[config.mk]
export PLATFORM = sky130hd
export DESIGN_NAME = alu_exec_stage
export DESIGN_NICKNAME = d
export VERILOG_FILES = /design/src/rtl/alu_exec_stage.sv
export SDC_FILE = /design/constraint.sdc
export NUM_CORES = 1
export LEC_CHECK = 0
export ABC_AREA = 1
export ABC_CLOCK_PERIOD_IN_PS = 4150
export BUFFER_PORTS_ARGS = -buffer_cell sky130_fd_sc_hd__buf_4
export CAP_MARGIN = 20
export CORE_ASPECT_RATIO = 1.75
export CORE_MARGIN = 3
export CORE_UTILIZATION = 50
export CTS_CLUSTER_SIZE = 25
export DETAILED_ROUTE_END_ITERATION = 6
export PLACE_DENSITY = 0.76
export RECOVER_POWER = 50
export SYNTH_ARGS = -nofsm -noshare
export SYNTH_HDL_FRONTEND = slang
export SYNTH_SLANG_ARGS = --single-unit
[constraint.sdc]
create_clock -name clk -period 4.15 [get_ports clk]
set_input_delay 0.415 -clock clk [delete_from_list [all_inputs] [get_ports clk]]
set_output_delay 0.415 -clock clk [all_outputs]
set_load 0.01 [all_outputs]
[src/rtl/alu_exec_stage.sv]
// Registered ALU execute stage: one output slot with valid/ready on both sides,
// plus a saturating accepted-op counter. Define ALU_EXEC_OVF_EN to generate signed overflow.
module alu_exec_stage #(
    parameter int WIDTH = 32,
    parameter int CNT_W = 16
) (
    input  logic             clk,
    input  logic             rst_n,
    input  logic [2:0]       OpALU,
    input  logic [WIDTH-1:0] A,
    input  logic [WIDTH-1:0] B,
    input  logic             in_valid,
    output logic             in_ready,
    output logic [WIDTH-1:0] Result,
    output logic             Zero,
    output logic             Ovf,
    output logic             out_valid,
    input  logic             out_ready,
    output logic [CNT_W-1:0] OpCount
);

    localparam logic [2:0] OP_NOP = 3'b000;
    localparam logic [2:0] OP_ADD = 3'b001;
    localparam logic [2:0] OP_SUB = 3'b010;
    localparam logic [2:0] OP_SLT = 3'b011;
    localparam logic [2:0] OP_AND = 3'b100;
    localparam logic [2:0] OP_OR  = 3'b101;
    localparam logic [2:0] OP_XOR = 3'b110;
    localparam logic [2:0] OP_NOR = 3'b111;

    localparam logic [CNT_W-1:0] CNT_MAX = {CNT_W{1'b1}};

    logic [WIDTH-1:0] result_q, result_d;
    logic             zero_q, zero_d;
    logic             out_valid_q, out_valid_d;
    logic [CNT_W-1:0] op_count_q, op_count_d;

    logic [WIDTH-1:0] alu_res;
    logic             slt_bit;
    logic             accept;

    // Handshake: a transfer happens on a rising edge where valid && ready are both 1.
    // The slot accepts when empty or when its current content drains on the same edge;
    // ready is forced low while reset is asserted.
    assign in_ready = rst_n & (~out_valid_q | out_ready);
    assign accept   = in_valid & in_ready;

    assign slt_bit = ($signed(A) < $signed(B));

    always_comb begin
        alu_res = '0;
        case (OpALU)
            OP_NOP: alu_res = '0;
            OP_ADD: alu_res = A + B;
            OP_SUB: alu_res = A - B;
            OP_SLT: alu_res = {{(WIDTH-1){1'b0}}, slt_bit};
            OP_AND: alu_res = A & B;
            OP_OR:  alu_res = A | B;
            OP_XOR: alu_res = A ^ B;
            OP_NOR: alu_res = ~(A | B);
        endcase
    end

    always_comb begin
        result_d    = result_q;
        zero_d      = zero_q;
        out_valid_d = out_valid_q;
        op_count_d  = op_count_q;
        if (accept) begin
            result_d    = alu_res;
            zero_d      = (alu_res == '0);
            out_valid_d = 1'b1;
            if (op_count_q != CNT_MAX) begin
                op_count_d = op_count_q + 1'b1;
            end
        end else if (out_ready) begin
            // Drain without refill: Result keeps its last value.
            out_valid_d = 1'b0;
        end
    end

    always_ff @(posedge clk or negedge rst_n) begin
        if (!rst_n) begin
            result_q    <= '0;
            zero_q      <= 1'b0;
            out_valid_q <= 1'b0;
            op_count_q  <= '0;
        end else begin
            result_q    <= result_d;
            zero_q      <= zero_d;
            out_valid_q <= out_valid_d;
            op_count_q  <= op_count_d;
        end
    end

`ifdef ALU_EXEC_OVF_EN
    logic ovf_q, ovf_d, ovf_calc;

    always_comb begin
        ovf_calc = 1'b0;
        case (OpALU)
            OP_ADD:  ovf_calc = (A[WIDTH-1] == B[WIDTH-1]) && (alu_res[WIDTH-1] != A[WIDTH-1]);
            OP_SUB:  ovf_calc = (A[WIDTH-1] != B[WIDTH-1]) && (alu_res[WIDTH-1] != A[WIDTH-1]);
            default: ovf_calc = 1'b0;
        endcase
    end

    always_comb begin
        ovf_d = ovf_q;
        if (accept) begin
            ovf_d = ovf_calc;
        end
    end

    always_ff @(posedge clk or negedge rst_n) begin
        if (!rst_n) begin
            ovf_q <= 1'b0;
        end else begin
            ovf_q <= ovf_d;
        end
    end

    assign Ovf = ovf_q;
`else
    assign Ovf = 1'b0;
`endif

    assign Result    = result_q;
    assign Zero      = zero_q;
    assign out_valid = out_valid_q;
    assign OpCount   = op_count_q;

endmodule

==> out/results.ini, run 1 <==
[final_layout]
areaGrowthSynthToFinish_pct=11.5
fin_area_sq_mm=0.00990
drive_gt1_frac=0.0805
antennaDiodeCount=0
final_common_cell=nand2_1
layout_common_cells=nand2_1, inv_1, nand3_1, nor2_1, ha_1
finalNetCount=1853

[synth]
synth.avg_cell_area_sq_um=5.58
synth_top_flop_cell=dfrtp_1
synth_edf_count=0
syn_inst=1590
syn_nets=1767
ys_types=44
ys_ff_latch=50
postSynth.asyncResetShare=1.00
synth_warnings=0
synth_area_sq_mm=0.00888
synth_seq_area_share=0.141

[cts]
cts-root-buf=clkbuf_16
cts.sinks=50
clock_path_buffers=2
cts_buffers=5
cts.clk_slew.worst_paths_ns=0.07
cts_hold_buf=0
clkLatencyLatePin_ns=0.29
cts_tree=yes
cts_resized=0
post_cts_buffers=0
htree_levels=2

[global_route]
grt_pass1_vias=10367
gr-total-overflow=0
grt_start_max_net_pins=51
grt_antenna_before_repair=0
grt_usage=0.362
grt_pass1_wl_microns=53900

[timing]
hold_viol=0
fmax_mhz=343
slew_viol_final=51
setup_viol=0
clock-skew-final_ns=0.00401
min_period_over_period=0.702
rsz0062_at_grt=false
worst_slew_pin_slew_ns=2.60
finalSetupTns_ns=0
post-route-min-period_ns=2.92
relSlewSlack=-0.731

[detailed_routing]
drc=0
drt-total-wl_microns=35600
vias=10488
drt-initial-drc-count=818
wl_per_cell_microns=18.7
first_pass_iters=5
route.antenna.remaining_nets=0
viasPerCell=5.51

[die]
rows=63
dieArea_sq_mm=0.0195
die_h_microns=182
initial_utilization=0.517
io_pins=123
core_sq_mm=0.0172
dieWidth_microns=107

[flow_run]
maxCapViolCount=1

[worst_setup_path]
cp.required_ns=4.38
r2r_slack_ns=1.61
endpoint_kind=flip-flop
start_kind=primary input
crit_fanout=21
crit_type=primary input to flip-flop
crit_arrival_ns=3.14

[placed_design]
place_area_sq_mm=0.00982
dp_hpwl_microns=29600
gp_congestion=1.04
io_buffers=121

[outcome]
violations=max-capacitance violations, max-slew violations
status=finished with violations

[pwr]
power_density_mw_per_mm2=244
power.leakage_uw=0.00594
max-vdd-ir-drop_v=0.000209

[worst_hold_path]
holdCritPathClass=primary input to flip-flop

worst max-delay path, cell delays in order:
cell and delay (ns):
buf_4 0.10, inv_1 0.09, nand3_1 0.10, buf_4 0.33
inv_1 0.48, a221oi_1 0.63, nand2_1 0.21, nor2_1 0.21
nand3_1 0.13, nor2_1 0.15, nand3_1 0.09, nor2_1 0.10
nand2_1 0.06, nand2_1 0.05
state kept, by name (all words and copies together), names as in the netlist:
name	count
OpCount	16
Result	32
Zero	1
out_valid	1
metrics by stage:
step | instances | total power, uW | worst slack [ns] | util | hold slack, ns
floorplan | 1590 | 1440 | 1.87 | - | 0.119
finish | 1904 | 2420 | 1.23 | 0.576 | 0.310
global route | 1904 | 2580 | 1.01 | 0.576 | 0.310
detailed placement | 1896 | 1960 | 1.07 | 0.572 | 0.466
CTS | 1904 | 2440 | 1.36 | 0.582 | 0.267
global placement | 1896 | 1940 | 1.10 | 0.572 | 0.467
final cells by class:
type	count	area (sq um)
fill	1918	7280
multi-input combinational	1182	6160
sequential	50	1250
inverter	308	1160
timing repair buffer	129	867
tap	227	284
clock buffer	6	139
clock inverter	2	38.8
metal layers:
layer / global-route usage / vias up / wire length [microns]
met5: 0 / - / 0
met4: 0.350 / 0 / 4140
met3: 0.0481 / 195 / 1710
met2: 0.662 / 399 / 18300
met1: 0.331 / 4786 / 11500
li1: - / 5108 / -
final timing paths:
kind	to	depth (start not counted)	from
min reg2reg	Result[7]$_DFFE_PN0P_	2	Result[7]$_DFFE_PN0P_
max	Zero$_DFFE_PN0P_	14	OpALU[0]
max reg2reg	OpCount[15]$_DFFE_PN0P_	11	out_valid$_DFFE_PN0P_
max in group asynchronous	Result[21]$_DFFE_PN0P_	2	rst_n
min	out_valid$_DFFE_PN0P_	2	out_ready
min in group asynchronous	OpCount[6]$_DFFE_PN0P_	2	rst_n
synth_stat cells (2+ instances only):
master	count	area (sq um)
a211oi_1	6	45.0
a21oi_1	57	285
a221oi_1	14	123
a31oi_1	2	12.5
and3_1	2	12.5
buf_2	16	80.1
buf_4	15	113
buf_6	8	90.1
clkbuf_1	9	33.8
dfrtp_1	50	1250
fa_1	2	40.0
ha_1	104	1300
inv_1	303	1140
inv_2	4	15.0
nand2_1	546	2050
nand2_2	3	18.8
nand3_1	161	806
nand3_2	3	30.0
nand3b_1	2	15.0
nand4_1	16	100
nor2_1	142	533
nor2_2	8	50.1
nor3_1	17	85.1
nor3_2	2	20.0
o2111ai_1	2	17.5
o21ai_0	36	180
o21bai_1	8	60.1
o221ai_1	5	43.8
o22ai_1	19	119
xnor2_1	4	35.0
xor2_1	11	96.3
power by group:
| group | switching [uW] | leakage (uW) | internal (uW) |
|---|---|---|---|
| combinational | 864 | 0.00521 | 424 |
| sequential | 69.2 | 0.000642 | 575 |
| clock | 183 | 0.0000875 | 303 |
| total | 1120 | 0.00594 | 1300 |
logic make-up after synthesis:
family	count (synthesis)	synth area share
AO/OA/AOI/OAI	152	0.102
XOR/XNOR	15	0.0148
adder cells (fa/ha/maj)	106	0.151
buffers and inverters	358	0.167
flip-flops	50	0.141
multiplexers	1	0.00127
other	1	0.000422
AND/OR/NAND/NOR	907	0.423
Note: power is estimated with default switching activity, not from simulation.
==> run 2, diff against run 1 <==
--- a/config.mk
+++ b/config.mk
@@ -5,8 +5,8 @@
 export SDC_FILE = /design/constraint.sdc
 export NUM_CORES = 1
 export LEC_CHECK = 0
-export ABC_AREA = 1
-export ABC_CLOCK_PERIOD_IN_PS = 4150
+export ABC_AREA = 0
+export ABC_CLOCK_PERIOD_IN_PS = 2740
 export BUFFER_PORTS_ARGS = -buffer_cell sky130_fd_sc_hd__buf_4
 export CAP_MARGIN = 20
 export CORE_ASPECT_RATIO = 1.75
@@ -14,7 +14,7 @@
 export CORE_UTILIZATION = 50
 export CTS_CLUSTER_SIZE = 25
 export DETAILED_ROUTE_END_ITERATION = 6
-export PLACE_DENSITY = 0.76
+export PLACE_DENSITY = 0.77
 export RECOVER_POWER = 50
 export SYNTH_ARGS = -nofsm -noshare
 export SYNTH_HDL_FRONTEND = slang
==> constraint.sdc (replaced) <==
create_clock -name clk -period 2.74 [get_ports clk]
set_input_delay 0.274 -clock clk [delete_from_list [all_inputs] [get_ports clk]]
set_output_delay 0.274 -clock clk [all_outputs]
set_load 0.01 [all_outputs]
==> out/results.ini, run 2 <==
[outcome]
status=finished with violations
violations=negative setup slack

[global_route]
grt_usage=0.351
grt_start_max_net_pins=53
grt_pass1_vias=10514
gr-total-overflow=0
grt_antenna_before_repair=0
grt_pass1_wl_microns=50200

[die]
initial_utilization=0.517
die_h_microns=174
io_pins=123
dieWidth_microns=102
dieArea_sq_mm=0.0178
core_sq_mm=0.0156
rows=60

[cts]
cts_hold_buf=0
clkLatencyLatePin_ns=0.30
cts-root-buf=clkbuf_16
cts_buffers=5
cts.clk_slew.worst_paths_ns=0.07
cts.sinks=50
cts_tree=yes
htree_levels=2
clock_path_buffers=2

[worst_setup_path]
endpoint_kind=flip-flop
crit_fanout=3
cp.required_ns=2.98
start_kind=primary input
path_cells=buf_12, ha_4, fa_2, a21o_1, a21oi_1, nor2_1, a211o_1, a22oi_1, nor4bb_1, nand4_1, nor4_2, nand4_1, nor4b_2, a41o_1
max_stage_delay_ns=0.41
crit_top_cell=nand4_1
slowest_stage=nor4bb_1
crit_type=primary input to flip-flop
crit_arrival_ns=3.61

[detailed_routing]
drt-total-wl_microns=34400
wl_per_cell_microns=20.1
drt-initial-drc-count=808
route.antenna.remaining_nets=0
drc=0
first_pass_iters=6
vias=10687
viasPerCell=6.25

[synth]
synthTopCellsByArea=ha_1, dfrtp_1, o21ai_0
ys_types=81
synth_warnings=0
synth_seq_area_share=0.155
synth.cells.most_frequent=nand2_1, ha_1, nor2_1, inv_1, o21ai_0
syn_inst=1116
ys_ff_latch=50
synth_area_sq_mm=0.00807
synth.avg_cell_area_sq_um=7.23
postSynth.asyncResetShare=1.00
syn_nets=1293
synth_top_area_cell=ha_1
synth_top_flop_cell=dfrtp_1
synth_most_common_cell=nand2_1
synth_edf_count=0
synth_top_area_share=0.161

[pwr]
power.leakage_uw=0.00607
p_total_uw=4590
power_density_mw_per_mm2=366
max-vdd-ir-drop_v=0.000290

[placed_design]
dp_hpwl_microns=25300
gp_congestion=1.05
io_buffers=121

[worst_hold_path]
holdCritPathClass=primary input to flip-flop

[final_layout]
fillers=1035
drive_gt1_frac=0.396
antennaDiodeCount=0
final_core_util=0.804
areaGrowthSynthToFinish_pct=55.5
final_common_cell=buf_4
finalNetCount=1699
layout_common_cells=buf_4, nand2_1, nor2_1, ha_1, inv_1
largest_reg_flops=32

[timing]
hold_viol=0
setup_viol=11
min_period_over_period=1.23
fmax_mhz=297
finalSetupTns_ns=-2.30
fin_ws_ns=-0.630
clock-skew-final_ns=0.00573
slew_viol_final=0
worst_slew_pin_slew_ns=1.26
relSlewSlack=0.158
rsz0062_at_grt=true
post-route-min-period_ns=3.37

[flow_run]
maxCapViolCount=0

run 2: path summary, 6_finish.rpt:
check | slack [ns] | from | cells past startpoint | to
min reg2reg | 0.49 | OpCount[9]$_DFFE_PN0P_ | 1 | OpCount[9]$_DFFE_PN0P_
min in group asynchronous | 0.39 | rst_n | 2 | Result[7]$_DFFE_PN0P_
min | 0.27 | in_valid | 2 | Result[20]$_DFFE_PN0P_
max | -0.63 | A[0] | 14 | Zero$_DFFE_PN0P_
max in group asynchronous | 1.59 | rst_n | 2 | Result[12]$_DFFE_PN0P_
max reg2reg | -0.10 | out_valid$_DFFE_PN0P_ | 11 | Zero$_DFFE_PN0P_
run 2: what timing repair did:
action                     4_1_cts  5_1_grt
pin swaps                       44       49
cloned                           0        0
buffers inserted                13       17
gates resized for setup         80       82
setup endpoints to repair       15       15
run 2: worst max-delay path: cells and delay by family:
kind / cells / cell delay [ns]
AO/OA/AOI/OAI: 5 / 1.19
adder cells (fa/ha/maj): 2 / 0.54
buffers and inverters: 1 / 0.12
AND/OR/NAND/NOR: 6 / 1.48
run 2: through the flow:
stage | area (sq um) | hold slack [ns] | setup slack [ns] | std cells
floorplan | 8190 | -0.0216 | -0.501 | 1116
global placement | 11500 | 0.423 | -0.838 | 1678
detailed placement | 11500 | 0.436 | -0.883 | 1678
CTS | 12100 | 0.116 | -0.580 | 1695
global route | 12600 | 0.275 | -0.719 | 1709
finish | 12600 | 0.273 | -0.630 | 1709
run 2: area by class of cell:
cell class                 instances  area (sq um)  area share
inverter                          99           412      0.0328
multi-input combinational        899          6930       0.552
clock inverter                     3          45.0     0.00359
clock buffer                       5           125     0.00997
tap                              186           233      0.0185
timing repair buffer             467          3550       0.283
sequential                        50          1250      0.0997
run 2: cells by family (layout without fill, tap and decap cells):
logic type / Yosys count / after routing / synth area share
multiplexers: 35 / 35 / 0.0457
flip-flops: 50 / 50 / 0.155
other: 1 / 1 / 0.000464
XOR/XNOR: 24 / 24 / 0.0260
adder cells (fa/ha/maj): 106 / 106 / 0.166
AND/OR/NAND/NOR: 371 / 371 / 0.224
AO/OA/AOI/OAI: 362 / 362 / 0.302
buffers and inverters: 167 / 574 / 0.0809
run 2: metal layers:
metal,GRT usage,up-vias,part of all wire
li1,-,4822,-
met1,0.343,5012,0.32
met2,0.637,606,0.52
met3,0.0386,247,0.064
met4,0.282,0,0.10
met5,0,-,0
run 2: power by group:
group          switching (uW)  total [uW]  internal (uW)  leakage [uW]
Sequential                148        1040            889      0.000632
Clock                     292         723            431     0.0000760
Combinational            1470        2830           1370       0.00536
Total                    1910        4590           2690       0.00607
